## config.mk

```make
export PLATFORM = sky130hd
export DESIGN_NAME = multicycle_main_control_flat
export DESIGN_NICKNAME = d
export VERILOG_FILES = /design/src/rtl/multicycle_main_control_if.sv /design/src/rtl/multicycle_main_control.sv /design/src/flat_wrapper.sv
export SDC_FILE = /design/constraint.sdc
export NUM_CORES = 1
export LEC_CHECK = 0
export BUFFER_PORTS_ARGS = -buffer_cell sky130_fd_sc_hd__buf_2
export CAP_MARGIN = 20
export CORE_UTILIZATION = 39
export DETAILED_ROUTE_END_ITERATION = 16
export PLACE_DENSITY = 0.75
export SYNTH_ARGS = -nofsm -noshare
export SYNTH_HDL_FRONTEND = slang
export SYNTH_SLANG_ARGS = --single-unit
export TNS_END_PERCENT = 100
```

## constraint.sdc

```tcl
create_clock -name clk -period 2 [get_ports clk]
set_input_delay 0.4 -clock clk [delete_from_list [all_inputs] [get_ports clk]]
set_output_delay 0.4 -clock clk [all_outputs]
set_load 0.02 [all_outputs]
```

## src/rtl/multicycle_main_control_if.sv

```systemverilog
// multicycle_main_control_if: controller <-> datapath bundle; master drives controls from IR/jr/zero, slave is the datapath side
interface multicycle_main_control_if #(parameter int STATE_W = 4);
  logic [5:0] opcode;
  logic [5:0] func;
  logic jr;
  logic zero;
  logic [2:0] ALUOP;
  logic pc_we;
  logic ir_we;
  logic reg_we;
  logic mem_we;
  logic alu_src_a;
  logic [1:0] alu_src_b;
  logic ext_op;
  logic [1:0] reg_dst;
  logic [1:0] mem_to_reg;
  logic [1:0] pc_src;
  logic instr_done;
  logic illegal;
  logic [STATE_W-1:0] state;
  modport master (
    input opcode, func, jr, zero,
    output ALUOP, pc_we, ir_we, reg_we, mem_we, alu_src_a, alu_src_b, ext_op,
           reg_dst, mem_to_reg, pc_src, instr_done, illegal, state
  );
  modport slave (
    output opcode, func, jr, zero,
    input ALUOP, pc_we, ir_we, reg_we, mem_we, alu_src_a, alu_src_b, ext_op,
          reg_dst, mem_to_reg, pc_src, instr_done, illegal, state
  );
endinterface

```

## src/rtl/multicycle_main_control.sv

```systemverilog
// multicycle_main_control: Moore FSM sequencing fetch/decode/execute/memory/writeback; clk, active-low sync reset, bus carries IR fields, jr/zero qualifiers and all datapath controls
module multicycle_main_control #(parameter int STATE_W = 4) (
  input logic clk,
  input logic reset,
  multicycle_main_control_if.master bus
);
  typedef enum logic [STATE_W-1:0] {
    FETCH  = STATE_W'(0),
    DECODE = STATE_W'(1),
    MEMADR = STATE_W'(2),
    MEMRD  = STATE_W'(3),
    MEMWB  = STATE_W'(4),
    MEMWR  = STATE_W'(5),
    EXEC   = STATE_W'(6),
    RWB    = STATE_W'(7),
    ORIEX  = STATE_W'(8),
    ORIWB  = STATE_W'(9),
    BRANCH = STATE_W'(10)
  } state_t;
  localparam logic [5:0] OP_R = 6'b000000, OP_ORI = 6'b001101, OP_LW = 6'b100011,
                         OP_SW = 6'b101011, OP_BEQ = 6'b000100, OP_J = 6'b000010;
  state_t state_q, state_d;
  logic illegal_q, illegal_d;
  logic pc_we, ir_we, reg_we, mem_we;
  logic legal, unused_func;
  assign unused_func = ^bus.func;
  assign legal = bus.opcode inside {OP_R, OP_ORI, OP_LW, OP_SW, OP_BEQ, OP_J};
  always_comb begin
    state_d = FETCH;
    illegal_d = illegal_q;
    pc_we = 1'b0;
    ir_we = 1'b0;
    reg_we = 1'b0;
    mem_we = 1'b0;
    bus.ALUOP = 3'b000;
    bus.alu_src_a = 1'b0;
    bus.alu_src_b = 2'b00;
    bus.ext_op = 1'b1;
    bus.reg_dst = 2'b00;
    bus.mem_to_reg = 2'b00;
    bus.pc_src = 2'b00;
    bus.instr_done = 1'b0;
    case (state_q)
      FETCH: begin
        ir_we = 1'b1;
        pc_we = 1'b1;
        bus.alu_src_b = 2'b01;
        state_d = DECODE;
      end
      DECODE: begin
        bus.alu_src_b = 2'b11;
        state_d = (bus.opcode == OP_LW || bus.opcode == OP_SW) ? MEMADR :
                  (bus.opcode == OP_R)   ? EXEC :
                  (bus.opcode == OP_ORI) ? ORIEX :
                  (bus.opcode == OP_BEQ) ? BRANCH : FETCH;
        pc_we = bus.opcode == OP_J;
        bus.pc_src = (bus.opcode == OP_J) ? 2'b10 : 2'b00;
        bus.instr_done = bus.opcode == OP_J || !legal;
        illegal_d = illegal_q | !legal;
      end
      MEMADR: begin
        bus.alu_src_a = 1'b1;
        bus.alu_src_b = 2'b10;
        state_d = (bus.opcode == OP_LW) ? MEMRD : MEMWR;
      end
      MEMRD: state_d = MEMWB;
      MEMWB: begin
        reg_we = 1'b1;
        bus.mem_to_reg = 2'b01;
        bus.instr_done = 1'b1;
      end
      MEMWR: begin
        mem_we = 1'b1;
        bus.instr_done = 1'b1;
      end
      EXEC: begin
        bus.alu_src_a = 1'b1;
        bus.ALUOP = 3'b010;
        pc_we = bus.jr;
        bus.pc_src = bus.jr ? 2'b11 : 2'b00;
        bus.instr_done = bus.jr;
        state_d = bus.jr ? FETCH : RWB;
      end
      RWB: begin
        bus.ALUOP = 3'b010;
        reg_we = 1'b1;
        bus.reg_dst = 2'b01;
        bus.instr_done = 1'b1;
      end
      ORIEX: begin
        bus.alu_src_a = 1'b1;
        bus.alu_src_b = 2'b10;
        bus.ext_op = 1'b0;
        bus.ALUOP = 3'b001;
        state_d = ORIWB;
      end
      ORIWB: begin
        reg_we = 1'b1;
        bus.instr_done = 1'b1;
      end
      BRANCH: begin
        bus.alu_src_a = 1'b1;
        bus.ALUOP = 3'b011;
        bus.pc_src = 2'b01;
        pc_we = bus.zero;
        bus.instr_done = 1'b1;
      end
      default: state_d = FETCH;
    endcase
  end
  // Enables are gated by reset so an aborted instruction cannot write anything
  assign bus.pc_we = pc_we & reset;
  assign bus.ir_we = ir_we & reset;
  assign bus.reg_we = reg_we & reset;
  assign bus.mem_we = mem_we & reset;
  assign bus.state = state_q;
  assign bus.illegal = illegal_q;
  always_ff @(posedge clk) begin
    if (!reset) begin
      state_q <= FETCH;
      illegal_q <= 1'b0;
    end else begin
      state_q <= state_d;
      illegal_q <= illegal_d;
    end
  end
endmodule

```

## src/flat_wrapper.sv

```systemverilog
// flat-port wrapper written by rule: the top's interface ports become plain ports
module multicycle_main_control_flat 
#(parameter int STATE_W = 4)
  (clk, reset, bus_opcode, bus_func, bus_jr, bus_zero, bus_ALUOP, bus_pc_we, bus_ir_we, bus_reg_we, bus_mem_we, bus_alu_src_a, bus_alu_src_b, bus_ext_op, bus_reg_dst, bus_mem_to_reg, bus_pc_src, bus_instr_done, bus_illegal, bus_state);
  multicycle_main_control_if #(.STATE_W(STATE_W)) bus_i ();
  input logic clk;
  input logic reset;
  input wire logic [$bits(bus_i.opcode)-1:0] bus_opcode;
  input wire logic [$bits(bus_i.func)-1:0] bus_func;
  input wire logic [$bits(bus_i.jr)-1:0] bus_jr;
  input wire logic [$bits(bus_i.zero)-1:0] bus_zero;
  output wire logic [$bits(bus_i.ALUOP)-1:0] bus_ALUOP;
  output wire logic [$bits(bus_i.pc_we)-1:0] bus_pc_we;
  output wire logic [$bits(bus_i.ir_we)-1:0] bus_ir_we;
  output wire logic [$bits(bus_i.reg_we)-1:0] bus_reg_we;
  output wire logic [$bits(bus_i.mem_we)-1:0] bus_mem_we;
  output wire logic [$bits(bus_i.alu_src_a)-1:0] bus_alu_src_a;
  output wire logic [$bits(bus_i.alu_src_b)-1:0] bus_alu_src_b;
  output wire logic [$bits(bus_i.ext_op)-1:0] bus_ext_op;
  output wire logic [$bits(bus_i.reg_dst)-1:0] bus_reg_dst;
  output wire logic [$bits(bus_i.mem_to_reg)-1:0] bus_mem_to_reg;
  output wire logic [$bits(bus_i.pc_src)-1:0] bus_pc_src;
  output wire logic [$bits(bus_i.instr_done)-1:0] bus_instr_done;
  output wire logic [$bits(bus_i.illegal)-1:0] bus_illegal;
  output wire logic [$bits(bus_i.state)-1:0] bus_state;
  assign bus_i.opcode = bus_opcode;
  assign bus_i.func = bus_func;
  assign bus_i.jr = bus_jr;
  assign bus_i.zero = bus_zero;
  assign bus_ALUOP = bus_i.ALUOP;
  assign bus_pc_we = bus_i.pc_we;
  assign bus_ir_we = bus_i.ir_we;
  assign bus_reg_we = bus_i.reg_we;
  assign bus_mem_we = bus_i.mem_we;
  assign bus_alu_src_a = bus_i.alu_src_a;
  assign bus_alu_src_b = bus_i.alu_src_b;
  assign bus_ext_op = bus_i.ext_op;
  assign bus_reg_dst = bus_i.reg_dst;
  assign bus_mem_to_reg = bus_i.mem_to_reg;
  assign bus_pc_src = bus_i.pc_src;
  assign bus_instr_done = bus_i.instr_done;
  assign bus_illegal = bus_i.illegal;
  assign bus_state = bus_i.state;
  multicycle_main_control #(.STATE_W(STATE_W)) u_core (.clk(clk), .reset(reset), .bus(bus_i));
endmodule
```

=== Word-level counts from Yosys, hierarchy flattened ===
Index checks and enable logic that the tools add are counted.

* Register bits after elaboration: 5

* Reduce and logical (&&, ||, !) cells: 11
* Bitwise operators: 5
* Multiplexer cells: 21
* Equality and inequality tests: 15

{| class="wikitable"
|+ Operator list
! cell !! number
|-
| $pmux 4 s6 || 1
|-
| $pmux 2 s3 || 3
|-
| $eq 4x3->1 const B || 4
|-
| $mux 4 || 4
|-
| $eq 4x4->1 const B || 3
|-
| $eq 6x6->1 const B || 2
|-
| $eq 4x2->1 const B || 2
|-
| $mux 1 || 7
|-
| $eq 6x2->1 const B || 1
|-
| $eq 6x3->1 const B || 1
|-
| $eq 6x4->1 const B || 1
|-
| $logic_not 6->1 || 1
|-
| $mux 3 || 2
|-
| $reduce_bool 6->1 || 1
|-
| $reduce_or 5->1 || 1
|-
| $and 1x1->1 || 4
|-
| $eq 4x1->1 const B || 1
|-
| $logic_not 4->1 || 1
|-
| $mux 2 || 2
|-
| $pmux 1 s4 || 1
|-
| $reduce_or 2->1 || 2
|-
| $reduce_or 4->1 || 1
|-
| $pmux 1 s3 || 1
|-
| $reduce_or 3->1 || 1
|-
| 3 further kinds || 4
|}

=== Depth between registers and ports, before layout ===
Gate-level depths: netlist of the first run.

* Word-level depth: 6
* Depth in mapped cells: 5
* Gate-level depth less buffers: 4

=== Least setup slack after synthesis of the first run ===
No wires, ideal clock.

* Kind: register to output
* Start: register u_core.state_q[3], in the netlist u_core.bus.state[3]
* End: output port bus_reg_we
* Cell stages (with the launch flop): 6
* Arrival time: 1736 ps
* Data required time: 1600 ps
* Path buffers: 1
* Path slack: -136 ps
* Cell sequence: dfxtp_1 -> clkbuf_1 -> nand2b_1 -> nor3_1 -> a21oi_1 -> nor2_1

* Cells in the longest elaborated chain, start to end: 4

{| class="wikitable"
|+ RTL lines
! what !! RTL line !! RTL
|-
| start, declared || multicycle_main_control.sv:22 || <nowiki>state_t state_q, state_d;</nowiki>
|-
| start signal, assigned || multicycle_main_control.sv:123 || <nowiki>state_q <= state_d;</nowiki>
|-
| $eq 4x3->1 or $eq 4x4->1 (tied branches) || multicycle_main_control.sv:43 || <nowiki>case (state_q)</nowiki>
|-
| $reduce_or 3->1 (no source line) * || - ||
|-
| $mux 1 * || multicycle_main_control.sv:43 ||
|-
| $and 1x1->1 * || multicycle_main_control.sv:114 || <nowiki>assign bus.reg_we = reg_we & reset;</nowiki>
|-
| end, declared || flat_wrapper.sv:15 || <nowiki>output wire logic [$bits(bus_i.reg_we)-1:0] bus_reg_we;</nowiki>
|}

Every way passes the cells marked *; elsewhere a longest branch is shown, timed or not.

=== Worst setup path after layout of the first run ===
* Start: input port bus_opcode[2]
* End: output port bus_instr_done

* Cells in the longest elaborated chain, start to end: 5

{| class="wikitable"
|+ RTL lines
! what !! RTL line !! RTL
|-
| start, declared || flat_wrapper.sv:8 || <nowiki>input wire logic [$bits(bus_i.opcode)-1:0] bus_opcode;</nowiki>
|-
| $eq 6x4->1, or another cell as far along || multicycle_main_control.sv:27 || <nowiki>assign legal = bus.opcode inside {OP_R, OP_ORI, OP_LW, OP_SW, OP_BEQ, OP_J};</nowiki>
|-
| $reduce_bool 6->1 || multicycle_main_control.sv:27 ||
|-
| $logic_not 1->1 || multicycle_main_control.sv:58 || <nowiki>bus.instr_done = bus.opcode == OP_J || !legal;</nowiki>
|-
| $logic_or 1x1->1 * || multicycle_main_control.sv:58 ||
|-
| $pmux 1 s3 * || multicycle_main_control.sv:43 ||
|-
| end, declared || flat_wrapper.sv:23 || <nowiki>output wire logic [$bits(bus_i.instr_done)-1:0] bus_instr_done;</nowiki>
|}

Marked as above.

==> results of run 1 <==
## metrics by stage
step | total power [mW] | utilization [%] | instances | hold WS, ns | worst slack [ns]
2_1_floorplan | 0.178 | - | 89 | 0.535 | 0.0284
3_3_place_gp | 0.219 | 60.7 | 137 | 0.506 | -0.0956
3_5_place_dp | 0.221 | 60.7 | 137 | 0.524 | -0.0963
4_1_cts | 0.348 | 64.5 | 142 | 0.468 | -0.0525
5_1_grt | 0.367 | 66.0 | 142 | 0.486 | -0.106
6_report | 0.345 | 66.0 | 142 | 0.484 | -0.0627
## power by group
group	switching, mW	internal, mW	total [mW]
Combinational	0.0650	0.0571	0.122
Sequential	0.00426	0.104	0.108
Clock	0.0398	0.0753	0.115
## worst paths after layout
| check | from | end | cells past startpoint |
|---|---|---|---|
| hold / removal | bus_opcode[4] | u_core.bus.illegal | 3 |
| hold reg to reg | u_core.bus.illegal | u_core.bus.illegal | 2 |
| setup reg to reg | u_core.bus.state[3] | u_core.bus.state[2] | 6 |
| setup / recovery | bus_opcode[2] | bus_instr_done | 6 |
## layout by cell type, fill, tap and decap left out, drive strengths merged, types with 4 or more instances in the layout
| cell | n |
|---|---|
| clkbuf | 4 |
| a21oi | 10 |
| nor3 | 6 |
| dfxtp | 5 |
| nor2 | 11 |
| nand2b | 5 |
| buf | 44 |
## worst reg2reg max path, cell delays in order, from the launching register on
cell and delay, ns:
dfxtp_2 0.39, nor4b_4 0.29, buf_4 0.15, buf_4 0.09, nor2b_1 0.24, a31oi_1 0.13
a21oi_1 0.16
## cells by family (layout without fill, tap and decap cells)
group           Yosys count  in the layout  share of synthesized area (%)
xor+xnor                  1              1                           1.46
mux                       1              1                           1.67
flops                     5              5                           16.7
compound gates           28             28                           31.2
other cells               1              3                          0.627
buf+inv                  13             51                           11.9
simple gates             38             38                           36.4
## cell type report
type | count | area [sq um]
timing repair buffer | 44 | 277
inverter | 3 | 11.3
tap | 15 | 18.8
multi-input combinational | 71 | 465
clock buffer | 4 | 26.3
fill | 130 | 464
sequential | 5 | 104
## sequential cells by signal (all words and copies together) (netlist names)
name                cells
u_core.bus.state        4
u_core.bus.illegal      1
## what timing repair did
action                     4_1_cts  5_1_grt
pin swaps                        2        0
buffers inserted                 1        0
resized for setup                6        4
setup endpoints to repair        2        2
## routing by layer
layer  GRT usage (%)  part of all wire [%]  routed length [microns]  vias up
met1            29.4                    44                      832      362
met5               0                     0                        0        -
met2            39.1                    48                      913       31
li1                -                     -                        -      398
met3            3.26                   5.5                      103        5
met4            10.5                   1.9                       36        0
==> flow_summary_export.csv, run 1 <==
group,metric,value,unit
outcome,status,"finished, violations left",
outcome,violations,"setup timing",
synth,yosysUniqueCellTypes,36,
sta,drv_slew,0,
synth,syn_inst,87,
sta,fmax,485,MHz
detailed_routing,drc,0,
worst_setup_path,worstPathCellList,"buf_6 > a211o_1 > a21o_1 > a211o_1 > a221o_1 > buf_6",
grt,antenna_found_initial,0,
detailed_routing,wl,1890,microns
floorplanning,core,0.00137,sq mm
floorplanning,num_rows,13,
cells_and_area,layout.nets,144,
worst_setup_path,cpLargestDelayFamily,"compound AO/OA/AOI/OAI gates",
cells_and_area,syn2layout_area_growth,50.8,%
clock_network,path_clk_slew,0.04,ns
grt,grt_max_degree,11,
worst_setup_path,crit_required,1.60,ns
placed_design,place_congestion,0.880,
synth,synthTopCellsByCount,"11 x nor2_1, 10 x a21oi_1, 6 x nor3_1",
sta,fin_skew,0.00537,ns
floorplanning,design.die.area,0.00169,sq mm
detailed_routing,via_count,796,
sta,setup_violations,1,
sta,min_period,2.06,ns
pwr,irDropWorstVdd,431,uV
clock_network,cts_max_level,1,
floorplanning,io-pin-count,39,
worst_setup_path,crit_type,"in -> out",
worst_setup_path,cp_max_fo,2,
sta,rsz0062_at_grt,"true",
floorplanning,initial_core_util,43.8,%
synth,yosysMostFrequentCell,"nor2_1",
synth,syn_area,598,sq um
placed_design,place_area,830,sq um
job,cap_violations,0,
worst_setup_path,cp_slowest_cell,"a221o_1",
detailed_routing,wl_per_cell,13.3,microns
placed_design,dpl.hpwl,1420,microns
min_path,hp-class,"in -> reg",
clock_network,cts_tree,"yes",
synth,synth_edf_count,0,
synth,synth_top_area_share,16.7,%
floorplanning,die_w,41.2,microns
sta,tns,-0.0627,ns
clock_network,worstSkewPairLatency,0.24,ns
pwr,p_per_area,383,mW/mm^2
synth,ys_async_sr_fraction,0,%
worst_setup_path,r2r_slack,0.47,ns
grt,grt_pass1_wl,2610,microns
placed_design,portBuffers,29,
cells_and_area,finish.instance_area,902,sq um
worst_setup_path,critPathLaunchType,"input port",
synth,ys_ff_latch,5,
cells_and_area,diodes,0,
clock_network,hold_buffers,0,
grt,grt_overflow,0,
clock_network,cts_root_buf,"clkbuf_4",
sta,hold_viol_final,0,
floorplanning,die_y,41.2,microns
detailed_routing,first_iter_violations,19,
detailed_routing,drtPass1Iterations,4,
detailed_routing,final_antenna_net_count,0,
worst_setup_path,crit_arrival,1.66,ns
synth,ys.flop_type,"dfxtp_1",
sta,period_share,103,%
synth,synth.avg_cell_area,6.87,sq um
detailed_routing,detail_route.vias_per_cell,5.61,
worst_setup_path,cpPeakStageDelay,0.31,ns
sta,final.setup.worst_slack,-0.0627,ns
grt,grt.total_usage,23.4,%
worst_setup_path,crit_buf_inv,2,
synth,synth_area_leaders,"dfxtp_1 17%, a21oi_1 8.4%, nor2_1 6.9%, nand2b_1 5.2%, nor3_1 5.0%",
clock_network,cts_made_buffers,3,
synth,synth_warnings,0,
synth,ys_seq_area_share,16.7,%
cells_and_area,drive_above_1_share,45.7,%
clock_network,clock_path_buffers,2,
grt,grt_pass1_vias,632,
synth,synth_top_area_cell,"dfxtp_1",
pwr,p_leak,0.431,nW
clock_network,numClockSinks,5,
worst_setup_path,end_kind,"output pin",
No activity file was read; power rests on OpenSTA's default activity.
==> inputs of run 2 (changes only) <==
--- a/config.mk
+++ b/config.mk
@@ -7,9 +7,9 @@
 export LEC_CHECK = 0
 export BUFFER_PORTS_ARGS = -buffer_cell sky130_fd_sc_hd__buf_2
 export CAP_MARGIN = 20
-export CORE_UTILIZATION = 39
+export CORE_UTILIZATION = 41
 export DETAILED_ROUTE_END_ITERATION = 16
-export PLACE_DENSITY = 0.75
+export PLACE_DENSITY = 0.78
 export SYNTH_ARGS = -nofsm -noshare
 export SYNTH_HDL_FRONTEND = slang
 export SYNTH_SLANG_ARGS = --single-unit
==> run 2 against run 1 <==
- the run still ends with setup timing left
- via count up 4.0%
- sequential power about the same
- first-iteration DRC count up 37%
- clock skew up 0.00096 ns
- cell area up 2.2%
- clock power up 8%
- critical path type unchanged
- register-to-register slack better by 0.18 ns
- hold slack worse by 0.049 ns
- worst setup slack worse by 0.018 ns
- highest routed layer unchanged
==> flow_summary_export.csv, run 2 (synthesized netlist as in run 1, its figures left out) <==
group,metric,value,unit
outcome,violations,"setup timing",
min_path,hp-class,"in -> reg",
sta,rsz0062_at_grt,"true",
sta,hold_viol_final,0,
detailed_routing,detail_route.vias_per_cell,5.83,
floorplanning,die_y,40.2,microns
cells_and_area,layout_commonest_cell,"buf_2",
cells_and_area,layout.nets,144,
detailed_routing,drc,0,
clock_network,cts_max_level,1,
sta,fmax,481,MHz
grt,grt_max_degree,14,
grt,antenna_found_initial,0,
worst_setup_path,crit_required,1.60,ns
cells_and_area,final_cell_mix,"26 x buf_2, 15 x buf_4, 11 x nor2_1, 10 x a21oi_1, 5 x nand2b_1",
floorplanning,num_rows,13,
pwr,irDropWorstVdd,267,uV
floorplanning,core,0.00133,sq mm
detailed_routing,wl,2070,microns
clock_network,path_clk_slew,0.05,ns
sta,min_period,2.08,ns
worst_setup_path,end_kind,"output pin",
clock_network,worstSkewPairLatency,0.26,ns
grt,grt_overflow,0,
floorplanning,die_w,40.2,microns
grt,grt.total_usage,24.9,%
sta,setup_violations,1,
grt,grt_pass1_wl,2720,microns
placed_design,post-place-ws,-0.0983,ns
cells_and_area,diodes,0,
clock_network,clock_path_buffers,2,
floorplanning,io-pin-count,39,
clock_network,hold_buffers,0,
placed_design,dpl.hpwl,1300,microns
worst_setup_path,crit_type,"in -> out",
cells_and_area,drive_above_1_share,47.2,%
job,cap_violations,0,
detailed_routing,via_count,828,
clock_network,cts_made_buffers,3,
placed_design,portBuffers,29,
sta,period_share,104,%
sta,fin_skew,0.00633,ns
cells_and_area,post-route-util,69.1,%
detailed_routing,final_antenna_net_count,0,
worst_setup_path,critPathLaunchType,"input port",
cells_and_area,n_fill_cell,99,
worst_setup_path,cp_max_fo,3,
cells_and_area,syn2layout_area_growth,54.2,%
worst_setup_path,cpPeakStageDelay,0.30,ns
pwr,p_leak,0.434,nW
worst_setup_path,cp_slowest_cell,"a221o_1",
clock_network,numClockSinks,5,
detailed_routing,first_iter_violations,26,
outcome,status,"finished, violations left",
placed_design,place_congestion,0.859,
floorplanning,design.die.area,0.00162,sq mm
detailed_routing,drtPass1Iterations,4,
sta,drv_slew,0,
cells_and_area,largest_reg_flops,4,
detailed_routing,wl_per_cell,14.6,microns
clock_network,cts_tree,"yes",
floorplanning,initial_core_util,44.8,%
pwr,p_per_area,386,mW/mm^2
grt,grt_pass1_vias,610,
sta,final.setup.worst_slack,-0.0802,ns
worst_setup_path,crit_arrival,1.68,ns
clock_network,cts_root_buf,"clkbuf_4",
worst_setup_path,worstPathCellList,"buf_6 > a211o_1 > a21o_1 > a211o_1 > a221o_1 > buf_6",
-- run 2: metrics by stage --
stage                     area, sq um  hold slack (ns)  total power [mW]  std cells  TNS [ns]
after floorplan                   621            0.535             0.178         89         0
after global placement            820            0.515             0.214        134   -0.0807
after detailed placement          820            0.508             0.216        134   -0.0983
after CTS                         890            0.428             0.350        140   -0.0931
after global routing              922            0.457             0.372        142    -0.177
final                             922            0.436             0.356        142   -0.0802
-- run 2: area by class of cell --
cell class / instances / area, sq um / area share, %
sequential: 5 / 109 / 11.8
timing repair buffer: 44 / 285 / 30.9
clock inverter: 1 / 5.00 / 0.543
inverter: 3 / 11.3 / 1.22
multi-input combinational: 71 / 470 / 51.0
tap: 15 / 18.8 / 2.04
clock buffer: 3 / 22.5 / 2.44
-- run 2: repair_timing --
item,in CTS,in global routing
buffers inserted,2,2
pin swaps,4,4
resized for setup,8,5
setup endpoints to repair,2,3
-- run 2: worst paths after layout --
path / to / slack, ns / depth (start not counted) / start
min: u_core.bus.illegal / 0.44 / 3 / reset
max: bus_instr_done / -0.08 / 6 / bus_opcode[1]
min reg2reg: u_core.bus.illegal / 0.54 / 2 / u_core.bus.illegal
max reg2reg: u_core.bus.state[2] / 0.65 / 4 / u_core.bus.state[2]
-- run 2: layer usage --
metal  part of all wire, %  track usage, %  wire, microns
met1                    46            33.2            958
met2                    47            39.9            974
met3                   5.4            3.33            111
met4                   1.1            10.0             23
met5                     0               0              0
-- run 2: power breakdown --
group | leakage (nW) | switching (mW) | total [mW] | internal (mW)
Combinational | 0.374 | 0.0683 | 0.125 | 0.0571
Sequential | 0.0430 | 0.00521 | 0.107 | 0.101
Clock | 0.0177 | 0.0513 | 0.124 | 0.0729
Total | 0.434 | 0.125 | 0.356 | 0.231
-- run 2: critical path, delay by kind of cell --
kind / cells / cell delay (ns)
compound gates: 4 / 1.05
buf+inv: 2 / 0.22
